**src/rtl/mem_burst_ctrl.sv**
```systemverilog
// mem_burst_ctrl: turns one burst command into single-beat memory accesses
//   clk, rst                 clock, synchronous active-high reset
//   cmd_valid/ready, cmd_write, cmd_addr, cmd_len   burst command (beats = cmd_len+1)
//   wr_valid/ready, wr_data  write-data stream in
//   rd_valid/ready, rd_data  read-data stream out
//   mem_valid, mem_write, mem_addr, mem_wdata       memory request
//   mem_ready, mem_error, mem_rdata                 memory response
//   busy, done, err          status: not idle, end-of-command pulse, sticky error
module mem_burst_ctrl #(
    parameter int AW       = 16,
    parameter int DW       = 16,
    parameter int LW       = 8,
    parameter int MAX_ADDR = 2047,
    parameter int WD_LIMIT = 4
) (
    input  logic          clk,
    input  logic          rst,
    input  logic          cmd_valid,
    output logic          cmd_ready,
    input  logic          cmd_write,
    input  logic [AW-1:0] cmd_addr,
    input  logic [LW-1:0] cmd_len,
    input  logic          wr_valid,
    output logic          wr_ready,
    input  logic [DW-1:0] wr_data,
    output logic          rd_valid,
    input  logic          rd_ready,
    output logic [DW-1:0] rd_data,
    output logic          mem_valid,
    output logic          mem_write,
    output logic [AW-1:0] mem_addr,
    output logic [DW-1:0] mem_wdata,
    input  logic          mem_ready,
    input  logic          mem_error,
    input  logic [DW-1:0] mem_rdata,
    output logic          busy,
    output logic          done,
    output logic          err
);
    localparam int WW = $clog2(WD_LIMIT + 1);
    localparam logic [AW-1:0] LAST_ADDR = AW'(MAX_ADDR);
    localparam logic [WW-1:0] WD_LAST = WW'(WD_LIMIT - 1);

    typedef enum logic [2:0] {S_IDLE, S_ISSUE, S_WAIT, S_HOLD, S_DONE} state_t;

    state_t state, state_nx;
    logic [AW-1:0] addr;
    logic [LW-1:0] cnt;
    logic [WW-1:0] wd;
    logic wr_flag, over, issue, step, last, timeout;

    // an out-of-range beat aborts in ISSUE, so a wrapped address is never issued
    assign over    = addr > LAST_ADDR;
    assign issue   = state == S_ISSUE && !over && (!wr_flag || wr_valid);
    assign step    = (state == S_WAIT && mem_ready && !mem_error && wr_flag) || (state == S_HOLD && rd_ready);
    assign last    = cnt == '0;
    assign timeout = state == S_WAIT && !mem_ready && wd == WD_LAST;

    always_ff @(posedge clk) begin
        if (rst) state <= S_IDLE;
        else     state <= state_nx;
    end

    always_comb begin
        state_nx = state;
        case (state)
            S_IDLE:  state_nx = cmd_valid ? S_ISSUE : S_IDLE;
            S_ISSUE: state_nx = over ? S_DONE : issue ? S_WAIT : S_ISSUE;
            S_WAIT:  state_nx = mem_ready ? ((mem_error || (wr_flag && last)) ? S_DONE : wr_flag ? S_ISSUE : S_HOLD)
                              : timeout ? S_DONE : S_WAIT;
            S_HOLD:  state_nx = rd_ready ? (last ? S_DONE : S_ISSUE) : S_HOLD;
            default: state_nx = S_IDLE;
        endcase
    end

    always_comb begin
        cmd_ready = state == S_IDLE;
        wr_ready  = state == S_ISSUE && wr_flag && !over;
        busy      = state != S_IDLE;
        done      = state == S_DONE;
    end

    always_ff @(posedge clk) begin
        if (rst) begin
            addr      <= '0;
            cnt       <= '0;
            wr_flag   <= 1'b0;
            wd        <= '0;
            err       <= 1'b0;
            mem_valid <= 1'b0;
            mem_write <= 1'b0;
            mem_addr  <= '0;
            mem_wdata <= '0;
            rd_valid  <= 1'b0;
            rd_data   <= '0;
        end else begin
            mem_valid <= issue;
            if (issue) begin
                mem_write <= wr_flag;
                mem_addr  <= addr;
                if (wr_flag) mem_wdata <= wr_data;
            end
            if (state == S_IDLE && cmd_valid) begin
                addr    <= cmd_addr;
                cnt     <= cmd_len;
                wr_flag <= cmd_write;
                err     <= 1'b0;
            end
            if ((state == S_ISSUE && over) || (state == S_WAIT && mem_ready && mem_error) || timeout) err <= 1'b1;
            // watchdog counts every WAIT cycle, including the one with mem_valid high
            wd <= state == S_WAIT ? wd + WW'(1) : '0;
            if (state == S_WAIT && mem_ready && !mem_error && !wr_flag) begin
                rd_data  <= mem_rdata;
                rd_valid <= 1'b1;
            end
            if (state == S_HOLD && rd_ready) rd_valid <= 1'b0;
            if (step && !last) begin
                addr <= addr + AW'(1);
                cnt  <= cnt - LW'(1);
            end
        end
    end
endmodule
```
**config.mk**
```make
export PLATFORM = sky130hd
export DESIGN_NAME = mem_burst_ctrl
export DESIGN_NICKNAME = d
export VERILOG_FILES = /design/src/rtl/mem_burst_ctrl.sv
export SDC_FILE = /design/constraint.sdc
export NUM_CORES = 1
export LEC_CHECK = 0
export CAP_MARGIN = 40
export CORE_MARGIN = 8
export CORE_UTILIZATION = 46
export DETAILED_ROUTE_END_ITERATION = 10
export PLACE_DENSITY = 0.8
export SETUP_SLACK_MARGIN = 0.5
export SKIP_LAST_GASP = 1
export SLEW_MARGIN = 20
export SYNTH_ARGS = -nofsm -noshare
export SYNTH_HDL_FRONTEND = slang
export SYNTH_SLANG_ARGS = --single-unit
```
**constraint.sdc**
```tcl
create_clock -name clk -period 2.3 [get_ports clk]
set_input_delay 0.46 -clock clk [delete_from_list [all_inputs] [get_ports clk]]
set_output_delay 0.46 -clock clk [all_outputs]
set_load 0.01 [all_outputs]
```
# After elaboration in Yosys (flattened, before gate mapping)
# Cells that the tools add are included.
# word_totals
in_bits,64
register_bits,83
word_cells,72
output_inout_bits,56
# classes
addsub,3
eq_ne,5
n_reduce_logical,34
order_cmp,1
n_mux,16
bitwise,1
# ops
cell,count
$mux W16,2
$mux W3,6
$add A16 B1 Y16 const B,1
$gt A16 B11 Y1 const B,1
$logic_and A1 B1 Y1,16
$mux W8,2
$pmux W3 S4,1
$eq A3 B2 Y1 const B,3
$logic_not A8 Y1,1
$sub A8 B1 Y8 const B,1
$logic_not A1 Y1,5
$logic_or A1 B1 Y1,5
$mux W2,2
$reduce_bool A2 Y1,2
$reduce_or A2 Y1,2
$add A3 B1 Y3 const B,1
$eq A3 B1 Y1 const B,1
$eq A3 B3 Y1 const B,1
$logic_not A3 Y1,1
$mux W1,3
$reduce_bool A3 Y1,1
$reduce_and A2 Y1,1
$not A1 Y1,1

# Longest topological paths before layout
# Gate-level depths: netlist (run 1).
# logic_depth
ltp_word,7
mapped_depth,8
ltp_nobuf,7

# Worst setup path before layout (run 1)
# OpenSTA, ideal clock, no wires.
# synth_path
path_kind,reg-to-reg
startpoint,register cnt[0]
endpoint,register addr[5]
required_ns,2.230
t_arrival_ns,1.798
stages_incl_launch_ff,8
n_path_buf,0
synth_period_minus_slack_ns,1.869
setup_time_ns,0.070
setup_slack_ns,0.431
path_cell_list,dfxtp_1 inv_1 ha_1 or3b_2 nor2_1 or4b_1 mux2_2 a21oi_1
# synth_between
elab_chain_cells,4
word_cells_on_any_way,5
classes_between,mux: 1; reduce/logical: 4
# synth_rtl
item,line_no,text
from (decl),48,logic [LW-1:0] cnt;
from (signal assigned),105,cnt <= cmd_len;
from (signal assigned),119,cnt <= cnt - LW'(1);
$logic_not A8 Y1 *,56,assign last = cnt == '0;
$logic_not A1 Y1 *,117,if (step && !last) begin
$logic_and A1 B1 Y1 *,117,
$mux W16 / $reduce_bool A2 Y1 (equally long branches),n/a,
to (signal assigned),104,addr <= cmd_addr;
to (signal assigned),118,addr <= addr + AW'(1);
to (decl),47,logic [AW-1:0] addr;
# Mark *: on every way between the ends. The rest lies on a longest branch, timed or not.
# A chain may end at the register's enable or synchronous reset.

# Worst setup path after layout (run 1)
# layout_path
startpoint,register addr[15]
endpoint,output port wr_ready
# layout_between
elab_chain_cells,3
# layout_rtl
item,line_no,text
$gt A16 B11 Y1,53,assign over = addr > LAST_ADDR;
$logic_not A1 Y1,78,wr_ready = state == S_ISSUE && wr_flag && !over;
$logic_and A1 B1 Y1,78,
to (decl),24,"output logic wr_ready,"
# Every way passes these cells.

==> flow_summary.yaml, run 1 <==
pwr:
  power.leakage_nw: 2.17
  vdd_drop_max_uv: 426
  powerDensity_nw_per_um2: 613
sta:
  maxSlewViolCount: 0
  hold_viol_final: 0
  finalCritPeriodShare: 0.930
  finalWorstSetupSlack_ps: 160
  fin_skew_ps: 9.31
  fmax_mhz: 467
  relSlewSlack: 0.568
  tns_ps: 0
  finalCriticalPeriod_ps: 2140
  tightest_slew_ps: 648
  hold_ws_ps: 432
  finalSetupViolations: 0
  rsz0062_at_grt: "yes"
synthesis:
  syn-cell-area_um2: 3640
  yosys_register_bits: 83
  synth_ff_type: "dfxtp_1"
  ys_top_cells_by_area: "dfxtp_1 46%, mux2i_1 7.4%, nand2_1 6.7%"
  synth_cell_types: 52
  syn_nets: 490
  syn_area_per_cell_um2: 8.64
  ys_seq_area_frac: 0.457
  synth_top_area_share: 0.457
  synth.top_cells.by_count: "83 x dfxtp_1, 65 x nand2_1, 48 x nor2_1"
  yosysWarnings: 0
  synth_most_common_cell: "dfxtp_1"
  synth_largest_area_cell: "dfxtp_1"
  synthCells: 421
  synth_edf_count: 0
  synthArstFlopShare: 0
worst_setup_path:
  cp.arrival_ps: 1680
  crit_chain: "or4_4, and4bb_2, buf_6"
  required_ps: 1840
  max_stage_delay_ps: 530
  critical_path_buf_inv_count: 1
  end_kind: "output port"
  cp_max_fo: 3
  slowest_stage: "or4_4"
  crit_type: "register to output port"
  crit_family: "simple AND/OR/NAND/NOR gates"
  cp-start-kind: "register"
drt:
  drtAntennaViolNets: 0
  vias: 3666
  first_iter_violations: 285
  avgRoutedWirePerCell_um: 17.3
  route.detailed.drc: 0
  drt-vias-per-instance: 5.41
  drt_wl_total_um: 11700
  firstDrtPassIters: 4
grt:
  met3_usage: 0.0731
  grtUsageMet1: 0.229
  grt_pass1_wl_um: 18600
  grt_max_degree: 33
  grt_overflow: 0
  busiest_layer: "met2"
  met2_usage: 0.343
  first_global_vias: 3767
  track_usage: 0.205
  grt_antenna_before_repair: 0
cts:
  cts.clk_slew.worst_paths_ps: 90
  cts_root_buffer: "clkbuf_8"
  numCtsBuffers: 9
  worstSkewPairLatency_ps: 350
  cts.sink_count: 83
  clockBufferDepth: 2
  cts_tree: "done"
  htreeDepth: 3
finish:
  post-route-cell-area_um2: 5670
  insertedDiodeCount: 0
  post-route-util: 0.737
  layout.nets: 640
  area_growth_pct: 55.9
  drive_gt1_frac: 0.200
run_status:
  status: "finished clean"
floorplanning:
  coreArea_um2: 7690
  start_util: 0.473
  num_io_pins: 120
  die_x_um: 105
  num_rows: 32
  dieArea_um2: 11000
  fp.dieH_um: 105
run:
  drv_cap: 0
placed_design:
  post-place-ws_ps: -50.8
  place_hpwl_um: 7940
  gp_congestion: 0.845
  placed_area_um2: 5050
  port_buffers: 119
min_path:
  hold_path_class: "register to register"
-- placed cells by master (no fill, tap or decap), drive strengths merged, types with 4 or more instances in the layout --
cell	count
nor3	9
mux2i	27
nand2b	6
nand3	16
nor2b	4
a31oi	12
or3	8
ha	5
a21oi	31
nor2	48
nor3b	4
clkdlybuf4s50	113
o21ai	11
and2	5
nand2	68
inv	8
a32oi	4
buf	47
clkbuf	13
dfxtp	83
o211ai	6
-- final cells by class --
| cell class | count | area (um^2) |
|---|---|---|
| Sequential cell | 83 | 1680 |
| Tap cell | 102 | 128 |
| Clock inverter | 6 | 71.3 |
| Fill cell | 572 | 2020 |
| Timing Repair Buffer | 164 | 1620 |
| Clock buffer | 10 | 138 |
| Multi-Input combinational cell | 308 | 2010 |
| Inverter | 5 | 21.3 |
-- path summary, 6_finish.rpt --
check	slack, ps	depth (start not counted)	startpoint	endpoint
hold / removal	430	1	wd[0]	wd[0]
setup / recovery	160	3	addr[15]	wr_ready
setup reg to reg	370	8	state[2]	cnt[6]
hold reg to reg	430	1	wd[0]	wd[0]
-- through the flow --
step / instances / total power, mW
floorplan: 421 / 1.92
global placement: 639 / 2.19
detailed placement: 639 / 2.21
CTS: 668 / 3.40
global route: 678 / 3.62
finish: 678 / 3.47
-- routing by layer --
| metal | up-vias | wire length [um] |
|---|---|---|
| met2 | 134 | 5730 |
| met3 | 19 | 1070 |
| li1 | 1787 | - |
| met5 | - | 0 |
| met4 | 0 | 279 |
| met1 | 1726 | 4660 |
-- registers in the layout, indices dropped and copies added, names as in the netlist, 3 cells and up --
| name | flops |
|---|---|
| addr | 16 |
| mem_addr | 16 |
| mem_wdata | 16 |
| rd_data | 16 |
| cnt | 8 |
| state | 3 |
| wd | 3 |
-- worst reg2reg max path, cell delays in order, from the launching register on --
cell and delay, ps:
dfxtp_4 350, buf_4 130, and4b_1 210, buf_4 130, a31o_2 280, buf_4 190
nand3_1 90, mux2_2 330, a21oi_1 160
-- power by group --
group / switching [mW] / internal [mW] / total [mW]
Sequential: 0.0673 / 1.50 / 1.57
Clock: 0.557 / 0.543 / 1.10
Combinational: 0.364 / 0.442 / 0.806
-- what timing repair did --
item                       in CTS  in global routing
setup endpoints to repair      49                 64
cloned                          2                  2
hold endpoints to repair        0                  0
pin swaps                       7                  6
resized for setup              40                 31
hold buffers                    0                  0
setup buffers                  11                  8
-- logic make-up after synthesis --
group / count (synthesis) / synth area share
AO/OA/AOI/OAI: 81 / 0.139
flip-flops: 83 / 0.457
adder cells (fa/ha/maj): 5 / 0.0172
AND/OR/NAND/NOR: 190 / 0.261
buffers and inverters: 32 / 0.0416
multiplexers: 30 / 0.0836
No activity file was read; power rests on OpenSTA's default activity.
==> inputs of run 2 (changes only) <==
--- a/config.mk
+++ b/config.mk
@@ -6,11 +6,12 @@
 export NUM_CORES = 1
 export LEC_CHECK = 0
 export CAP_MARGIN = 40
+export CELL_PAD_IN_SITES_DETAIL_PLACEMENT = 1
+export CELL_PAD_IN_SITES_GLOBAL_PLACEMENT = 1
 export CORE_MARGIN = 8
-export CORE_UTILIZATION = 46
+export CORE_UTILIZATION = 33
 export DETAILED_ROUTE_END_ITERATION = 10
-export PLACE_DENSITY = 0.8
-export SETUP_SLACK_MARGIN = 0.5
+export PLACE_DENSITY_LB_ADDON = 0.1
 export SKIP_LAST_GASP = 1
 export SLEW_MARGIN = 20
 export SYNTH_ARGS = -nofsm -noshare
==> flow_summary.yaml, run 2 (same netlist as run 1, synthesis figures left out) <==
cts:
  cts.sink_count: 83
  cts_root_buffer: "clkbuf_8"
  numCtsBuffers: 9
  worstSkewPairLatency_ps: 360
  post-cts-setup-buffers: 0
  htreeDepth: 3
  cts_tree: "done"
  clockBufferDepth: 2
  ctsHoldBuffers: 0
  cts.clk_slew.worst_paths_ps: 80
sta:
  tns_ps: 0
  maxSlewViolCount: 0
  tightest_slew_ps: 566
  rsz0062_at_grt: "no"
  finalCriticalPeriod_ps: 2210
  hold_ws_ps: 436
  relSlewSlack: 0.622
  fmax_mhz: 452
  finalCritPeriodShare: 0.962
  fin_skew_ps: 7.67
  hold_viol_final: 0
  finalSetupViolations: 0
floorplanning:
  fp.dieH_um: 121
  dieArea_um2: 14600
  coreArea_um2: 10800
  start_util: 0.337
  num_io_pins: 120
  die_x_um: 121
  num_rows: 38
pwr:
  powerDensity_nw_per_um2: 640
  power_mw: 3.40
  vdd_drop_max_uv: 331
  power.leakage_nw: 2.02
worst_setup_path:
  end_kind: "output port"
  crit_path_start: "state[1]"
  cp.arrival_ps: 1750
  cp-start-kind: "register"
  required_ps: 1840
  crit_type: "register to output port"
  r2r_start: "cnt[2]"
  cp_max_fo: 11
finish:
  multi_input_area_um2: 1840
  final_common_cell: "clkdlybuf4s50_1"
  drive_gt1_frac: 0.114
  fill_cells: 1298
  seq_area_um2: 1660
  layout_common_cells: "117 x clkdlybuf4s50_1, 81 x dfxtp_1, 65 x nand2_1"
  insertedDiodeCount: 0
  area_growth_pct: 46.1
  layout.nets: 620
grt:
  grt_antenna_before_repair: 0
  grt_pass1_wl_um: 19600
  grt_overflow: 0
  track_usage: 0.168
  first_global_vias: 3852
  grt_max_degree: 28
min_path:
  hold_path_startpoint: "wd[0]"
  hold_path_class: "register to register"
drt:
  firstDrtPassIters: 4
  vias: 3488
  route.detailed.drc: 0
  drt-vias-per-instance: 5.02
  drtAntennaViolNets: 0
  first_iter_violations: 195
  avgRoutedWirePerCell_um: 17.0
  drt_wl_total_um: 11800
placed_design:
  place_hpwl_um: 8950
  gp_congestion: 0.806
  port_buffers: 119
run_status:
  status: "finished clean"
run:
  drv_cap: 0
## run 2: cell types whose count changed in the layout (fill, tap and decap cells not counted), sizes merged, moves of 2 or more
cell / change
buf: -19
clkdlybuf4s50: +4
clkinv: +2
clkinvlp: -2
inv: -3
nand2: -2
## run 2: what timing repair did
item                                    CTS  global route
endpoints found under the setup margin    2             3
cloned                                    0             0
resized for setup                         3             3
## run 2: cell type report
class	instances	share of cell area
sequential	83	0.313
timing repair buffer	146	0.263
tap	140	0.0330
inverter	5	0.00353
clock buffer	11	0.0285
clock inverter	4	0.0139
multi-input combinational	306	0.345
## run 2: per-layer routing
metal | vias to the layer above | part of all wire | global-route usage
li1 | 1744 | - | -
met1 | 1647 | 0.45 | 0.198
met2 | 86 | 0.46 | 0.274
met3 | 11 | 0.076 | 0.0647
met4 | 0 | 0.012 | 0.0546
met5 | - | 0 | 0
## run 2: worst paths after layout
| kind | to | slack, ps | depth (start not counted) |
|---|---|---|---|
| setup / recovery | cmd_ready | 90 | 3 |
| hold / removal | wd[0] | 440 | 1 |
| setup reg to reg | addr[15] | 250 | 6 |
| hold reg to reg | wd[0] | 440 | 1 |
## run 2: metrics by stage
stage / setup WS (ps) / instances / cell area, um^2 / utilization
floorplan: 431 / 421 / 3640 / -
global placement: -0.155 / 680 / 5090 / 0.472
detailed placement: -36.3 / 680 / 5090 / 0.472
CTS: -9.51 / 695 / 5320 / 0.493
global route: 13.8 / 695 / 5320 / 0.492
finish: 88.5 / 695 / 5320 / 0.492
## run 2: worst max-delay path, cell delays in order, from the launching register on
cell and delay [ps]:
dfxtp_2 390, or3_1 410, inv_1 60, clkdlybuf4s50_1 530
## run 2: power by group
part           leakage, nW  switching, mW  internal [mW]
combinational         1.23          0.293          0.319
clock                0.115          0.547          0.666
sequential           0.674         0.0759           1.50
